==> src/rtl/network_sequencer.sv <==
// network_sequencer: layer sequencer driving the config DMA and the one-layer controller
module network_sequencer #(
    parameter int LAYER_W       = 4,
    parameter int PER_LAYER_CFG = 1,
    parameter int WDOG_W        = 16,
    parameter int WDOG_EN       = 1
) (
    input  logic               clk,
    input  logic               resetState,
    input  logic               start,
    input  logic [LAYER_W-1:0] layersNumber,
    input  logic               dmaFinish,
    input  logic               oneLayerFinish,
    input  logic               abort,
    output logic               loadConfig,
    output logic [LAYER_W-1:0] configLayer,
    output logic               startOneLayer,
    output logic [LAYER_W-1:0] currentLayer,
    output logic               busy,
    output logic               finish,
    output logic               error
);
    typedef enum logic [2:0] {IDLE, LOAD, START, RUN, DONE, ERROR} state_t;

    state_t             state_d, state_q, start_d;
    logic [LAYER_W-1:0] n_q, cur_q;
    logic [WDOG_W-1:0]  wdog_q;
    logic               load_q, kick_q, finish_q, error_q;
    logic               timeout, last, accept;

    assign timeout = (WDOG_EN != 0) && (&wdog_q);
    assign last    = cur_q == n_q - 1'b1;
    assign accept  = start && (state_q == IDLE || (state_q == ERROR && !abort));
    assign start_d = (layersNumber != '0) ? LOAD : DONE;

    assign loadConfig    = load_q;
    assign configLayer   = cur_q;
    assign startOneLayer = kick_q;
    assign currentLayer  = cur_q;
    assign busy          = state_q != IDLE && state_q != ERROR;
    assign finish        = finish_q;
    assign error         = error_q;

    // next state: abort beats any event, and an event on the terminal watchdog count beats the timeout
    always_comb begin
        state_d = state_q;
        case (state_q)
            IDLE:    state_d = start ? start_d : IDLE;
            LOAD:    state_d = abort ? IDLE : dmaFinish ? START : timeout ? ERROR : LOAD;
            START:   state_d = abort ? IDLE : RUN;
            RUN:     state_d = abort ? IDLE : !oneLayerFinish ? (timeout ? ERROR : RUN) :
                               last ? DONE : (PER_LAYER_CFG != 0) ? LOAD : START;
            DONE:    state_d = IDLE;
            ERROR:   state_d = abort ? IDLE : start ? start_d : ERROR;
            default: state_d = IDLE;
        endcase
    end

    // state, layer bookkeeping, watchdog and pulse outputs registered from the next state
    always_ff @(posedge clk) begin
        if (resetState) begin
            state_q  <= IDLE;
            n_q      <= '0;
            cur_q    <= '0;
            wdog_q   <= '0;
            load_q   <= 1'b0;
            kick_q   <= 1'b0;
            finish_q <= 1'b0;
            error_q  <= 1'b0;
        end else begin
            state_q  <= state_d;
            wdog_q   <= (state_d == state_q && (state_q == LOAD || state_q == RUN)) ? wdog_q + 1'b1 : '0;
            load_q   <= state_d == LOAD && state_q != LOAD;
            kick_q   <= state_d == START;
            finish_q <= state_d == DONE;
            error_q  <= state_d == ERROR;
            if (accept) begin
                n_q   <= layersNumber;
                cur_q <= '0;
            end else if (abort && busy) begin
                cur_q <= '0;
            end else if (state_q == RUN && oneLayerFinish && !last) begin
                cur_q <= cur_q + 1'b1;
            end
        end
    end
endmodule

==> config.mk <==
export PLATFORM = sky130hd
export DESIGN_NAME = network_sequencer
export DESIGN_NICKNAME = d
export VERILOG_FILES = /design/src/rtl/network_sequencer.sv
export SDC_FILE = /design/constraint.sdc
export NUM_CORES = 1
export LEC_CHECK = 0
export CAP_MARGIN = 20
export CORE_MARGIN = 3
export CORE_UTILIZATION = 48
export CTS_CLUSTER_DIAMETER = 100
export DETAILED_ROUTE_END_ITERATION = 16
export PLACE_DENSITY = 0.75
export SLEW_MARGIN = 40
export SYNTH_ARGS = -nofsm -noshare
export SYNTH_HDL_FRONTEND = slang
export SYNTH_SLANG_ARGS = --single-unit
==> constraint.sdc <==
create_clock -name clk -period 1.85 [get_ports clk]
set_input_delay 0.37 -clock clk [delete_from_list [all_inputs] [get_ports clk]]
set_output_delay 0.37 -clock clk [all_outputs]
set_load 0.005 [all_outputs]
-- Word level (Yosys, flattened, before mapping)
Index checks and enable logic that the tools add are counted.
- bits in registers: 31
- input port bits: 10
- output and inout port bits: 13
- logic and storage cells: 55
- $add $sub $neg: 3
- eq/ne operators: 12
- mux-type cells: 13
- bitwise operators: 1
- reductions and logical operators: 18
- operators with widths (cell ; count):
    $mux W3 ; 11
    $add A16 B1 Y16 const B ; 1
    $reduce_and A16 Y1 ; 1
    $pmux W3 S5 ; 1
    $eq A3 B2 Y1 const B ; 3
    $eq A3 B3 Y1 const B ; 3
    $logic_and A1 B1 Y1 ; 8
    $eq A3 B1 Y1 const B ; 2
    $add A4 B1 Y4 const B ; 1
    $eq A4 B4 Y1 ; 1
    $reduce_bool A4 Y1 ; 1
    $sub A4 B1 Y4 const B ; 1
    $eq A3 B3 Y1 ; 1
    $logic_not A3 Y1 ; 1
    $ne A3 B1 Y1 const B ; 1
    $ne A3 B3 Y1 const B ; 1
    $reduce_bool A3 Y1 ; 1
    $reduce_or A3 Y1 ; 1
    $logic_not A1 Y1 ; 2
    $logic_or A1 B1 Y1 ; 2
    $mux W2 ; 1
    $reduce_or A2 Y1 ; 1
    $not A1 Y1 ; 1

-- Depth between registers and ports, before layout
- word-level depth: 10
- gate-level depth with buffers: 7

-- Least setup slack after synthesis
No wires, ideal clock.
- kind: register to register
- from: register n_q[0]
- to: register cur_q[3], in the netlist configLayer[3]
- setup time: 0.070 ns
- arrival: 1.807 ns
- setup slack: -0.027 ns
- cell stages (with the launch flop): 8
- path buffers: 0
- period minus slack after synthesis: 1.877 ns
- path through: dfxtp_1 > inv_1 > ha_1 > xnor2_1 > nor2_1 > a31o_2 > or3_1 > a21oi_1
- longest elaborated chain between the ends: 4
- RTL lines (what ; line ; RTL):
    from (decl) ; 26 ; logic [LAYER_W-1:0] n_q, cur_q;
    from (signal assigned) ; 78 ; n_q <= layersNumber;
    $sub A4 B1 Y4 ; 32 ; assign last = cur_q == n_q - 1'b1;
    $eq A4 B4 Y1 ; 32 ;
    $logic_not A1 Y1 ; 82 ; end else if (state_q == RUN && oneLayerFinish && !last) begin
    $logic_and A1 B1 Y1 ; 82 ;
    to (signal assigned) ; 83 ; cur_q <= cur_q + 1'b1;
    to (decl) ; 26 ;
No other way between the ends.
A chain may end at the register's enable or synchronous reset.

-- Final worst setup path
- from: input port layersNumber[0]
- to: register wdog_q[7]
- longest elaborated chain between the ends: 9
- elaborated cells between the ends (all ways): 10
- classes of those cells: 1 x eq/ne; 5 x mux; 1 x bitwise; 3 x reduce/logical
- RTL lines (what ; line ; RTL):
    from (decl) ; 11 ; input logic [LAYER_W-1:0] layersNumber,
    $reduce_bool A4 Y1 (*) ; 34 ; assign start_d = (layersNumber != '0) ? LOAD : DONE;
    $mux W3 (*) ; 34 ;
    $mux W3 (2 in a row) ; 54 ; ERROR: state_d = abort ? IDLE : start ? start_d : ERROR;
    $pmux W3 S5 (*) ; 47 ; case (state_q)
    $eq A3 B3 Y1 (*) ; 72 ; wdog_q <= (state_d == state_q && (state_q == LOAD || state_q == RUN)) ? wdog_q + 1'b1 : '0;
    $logic_and A1 B1 Y1 (*) ; 72 ;
    $not A1 Y1 (no line) (*) ; -- ;
    $reduce_or A2 Y1 (no line) (*) ; -- ;
    to (signal assigned) ; 72 ;
    to (decl) ; 27 ; logic [WDOG_W-1:0] wdog_q;
Mark *: on every way between the ends. The rest lies on a longest branch, timed or not.

==> flow_summary.json <==
{
  "status": "completed",
  "vias": 1321,
  "ys_ff_latch": 31,
  "drt-pass1-iter-count": 4,
  "crit_arrival_ps": 2020,
  "synth_top_area_share_pct": 39.2,
  "drt_first_iter_violations": 43,
  "yosysTopAreaCell": "dfxtp_1",
  "syn_inst": 175,
  "seq_power_share_pct": 47.9,
  "drt-vias-per-instance": 5.14,
  "max_stage_delay_ps": 550,
  "drv_cap": 0,
  "overflow": 0,
  "postCtsHoldBufs": 0,
  "tightest_slew_ps": 365,
  "period_share_pct": 97.3,
  "synthFlopType": "dfxtp_1",
  "clkPwrFrac_pct": 38.3,
  "slew_viol_final": 0,
  "start_util_pct": 51.0,
  "synthArstFlopShare_pct": 0,
  "grt_max_degree": 11,
  "die_w_um": 63.4,
  "crit_path_max_fanout": 8,
  "p_sw_share_pct": 23.4,
  "synthesis.nets": 188,
  "clock-sinks": 31,
  "ys_types": 43,
  "n_antenna_cell": 0,
  "worstSetupEndpointType": "flip-flop",
  "drc": 0,
  "grt_pass1_wl_um": 6040,
  "htreeDepth": 2,
  "cp_top_family": "simple AND/OR/NAND/NOR gates",
  "fp-row-count": 20,
  "clock_path_buffers": 2,
  "dieArea_sq_mm": 0.00403,
  "routedWlPerCell_um": 13.3,
  "hold_viol_final": 0,
  "peakVddDrop_v": 0.000582,
  "synth.yosys.seq_area_share_pct": 39.2,
  "layout.nets": 225,
  "power_mw": 1.44,
  "syn_area_sq_mm": 0.00158,
  "crit_buf_inv": 2,
  "startpoint_type": "primary input",
  "cts.clk_slew.worst_paths_ps": 90,
  "core_sq_mm": 0.00310,
  "cellPowerDensity_mw_per_mm2": 692,
  "relSlewSlack_pct": 75.5,
  "postSynthAreaPerCell_sq_um": 9.05,
  "internal_power_mw": 1.10,
  "dp_hpwl_um": 2570,
  "yosys_warnings": 0,
  "cts_root_buffer": "clkbuf_4",
  "fin_setup_tns_ps": 0,
  "synth_area_leaders": "dfxtp_1 (39%), xnor2_1 (6.6%), nor2_1 (5.7%), xor2_1 (5.5%), mux2i_1 (3.2%)",
  "setup_viol": 0,
  "gp_congestion": 0.776,
  "numPortBuffers": 22,
  "numCtsBuffers": 5,
  "p_sw_mw": 0.338,
  "drive_gt1_share_pct": 21.1,
  "critical_path.cell_chain": "clkdlybuf4s50_1, or4_4, a221oi_4, a31oi_4, nand2_2, buf_12, nor3_1",
  "grt_pass1_vias": 1405,
  "ant_nets": 0,
  "finalClockSkew_ps": 8.45,
  "worstSetupPathType": "primary input to flip-flop",
  "fmax_mhz": 555,
  "dieHeight_um": 63.4,
  "hold_class": "primary input to flip-flop",
  "synth_edf_count": 0,
  "crit_required_ps": 2070,
  "crit_slowest_cell": "or4_4",
  "clk_latency_ps": 330,
  "min_period_ps": 1800,
  "grtUsageTotal_pct": 19.1,
  "antenna_found_initial": 0,
  "synthToLayoutAreaGrowth_pct": 31.5,
  "power_leakage_nw": 0.779,
  "drt-total-wl_um": 3420,
  "cts_tree": "built",
  "comb_power_share_pct": 13.8,
  "io_pins": 23
}
path summary, 6_finish.rpt:
path              startpoint              to  slack (ps)  depth (start not counted)
max          layersNumber[0]       wdog_q[7]          50                          7
min          layersNumber[3]          n_q[3]         330                          3
max reg2reg           n_q[1]  configLayer[3]         100                          7
min reg2reg        wdog_q[0]       wdog_q[0]         490                          1
tightest hold or removal path: cells and delay by family:
family        cells  cell delay (ps)
buf+inv           1              100
mux               1               70
simple gates      1               70
stage by stage:
step                      area, sq um  utilization (%)  cells  worst slack (ps)  hold slack, ps
after global placement           1920             61.9    248              -303             458
after global routing             2080             67.1    257             -9.24             340
after floorplan                  1590                -    175              37.1             444
final                            2080             67.1    257              49.2             325
after detailed placement         1920             61.9    248              -324             474
after CTS                        2030             65.4    257              1.15             486
synthesized netlist by cell type (3+ instances only):
library cell  instances
a21oi_1               7
and4_1                4
buf_4                 4
dfxtp_1              31
ha_1                  3
inv_1                 8
mux2i_1               5
nand2_1               9
nand3_1               8
nand4_1               4
nor2_1               24
nor3_1               10
xnor2_1              12
xor2_1               10
repair_timing:
item / CTS / global route
setup buffers: 1 / 0
gates resized for setup: 4 / 8
endpoints found under the setup margin: 3 / 17
pin swaps: 2 / 4
area by class of cell:
type                    instances  area (sq um)
clock buffers                   6          51.3
clock inverters                 2          35.0
fillers                       253          1020
inverters                       8          30.0
multi-input cells             127           926
flip-flops and latches         31           624
well taps                      44          55.1
repair buffers                 39           362
per-layer routing:
metal,share of wire (%),wire length [um],up-vias,global-route usage (%)
met5,0,0,-,0
met1,43,1460,609,20.8
met4,2.7,91,0,10.8
met3,3.1,105,7,4.28
met2,51,1760,21,33.6
li1,-,-,684,-
flip-flops by register name (all words and copies together), names as in the netlist:
signal / flops
configLayer: 4
finish: 1
loadConfig: 1
error: 1
wdog_q: 16
state_q: 3
startOneLayer: 1
n_q: 4
placed cells by master (no fill, tap or decap), types with 5 or more instances in the layout:
cell type        Yosys  final
xor2_1              10     10
nand2_1              9      9
nor3_1              10     10
xnor2_1             12     10
a21oi_1              7      6
clkdlybuf4s50_1      0     20
dfxtp_1             31     28
inv_1                8      8
mux2i_1              5      5
clkbuf_4             0      5
nor2_1              24     23
buf_4                4     16
nand3_1              8      8
power groups by stage:
stage / registers [mW] / logic (mW) / clock network [mW]
detailed placement: 0.705 / 0.176 / 0
CTS: 0.691 / 0.182 / 0.569
global route: 0.694 / 0.216 / 0.600
floorplan: 0.701 / 0.105 / 0
global placement: 0.705 / 0.171 / 0
finish: 0.691 / 0.199 / 0.552
cell families (layout without fill, tap and decap cells):
logic type	Yosys count	after routing	synth area share, %
AO/OA/AOI/OAI	18	18	9.08
XOR/XNOR	22	22	12.2
adder cells (fa/ha/maj)	3	3	2.37
buffers and inverters	17	55	6.00
flip-flops	31	31	39.2
multiplexers	5	5	3.16
AND/OR/NAND/NOR	79	79	28.0
No activity file was read; power rests on OpenSTA's default activity.
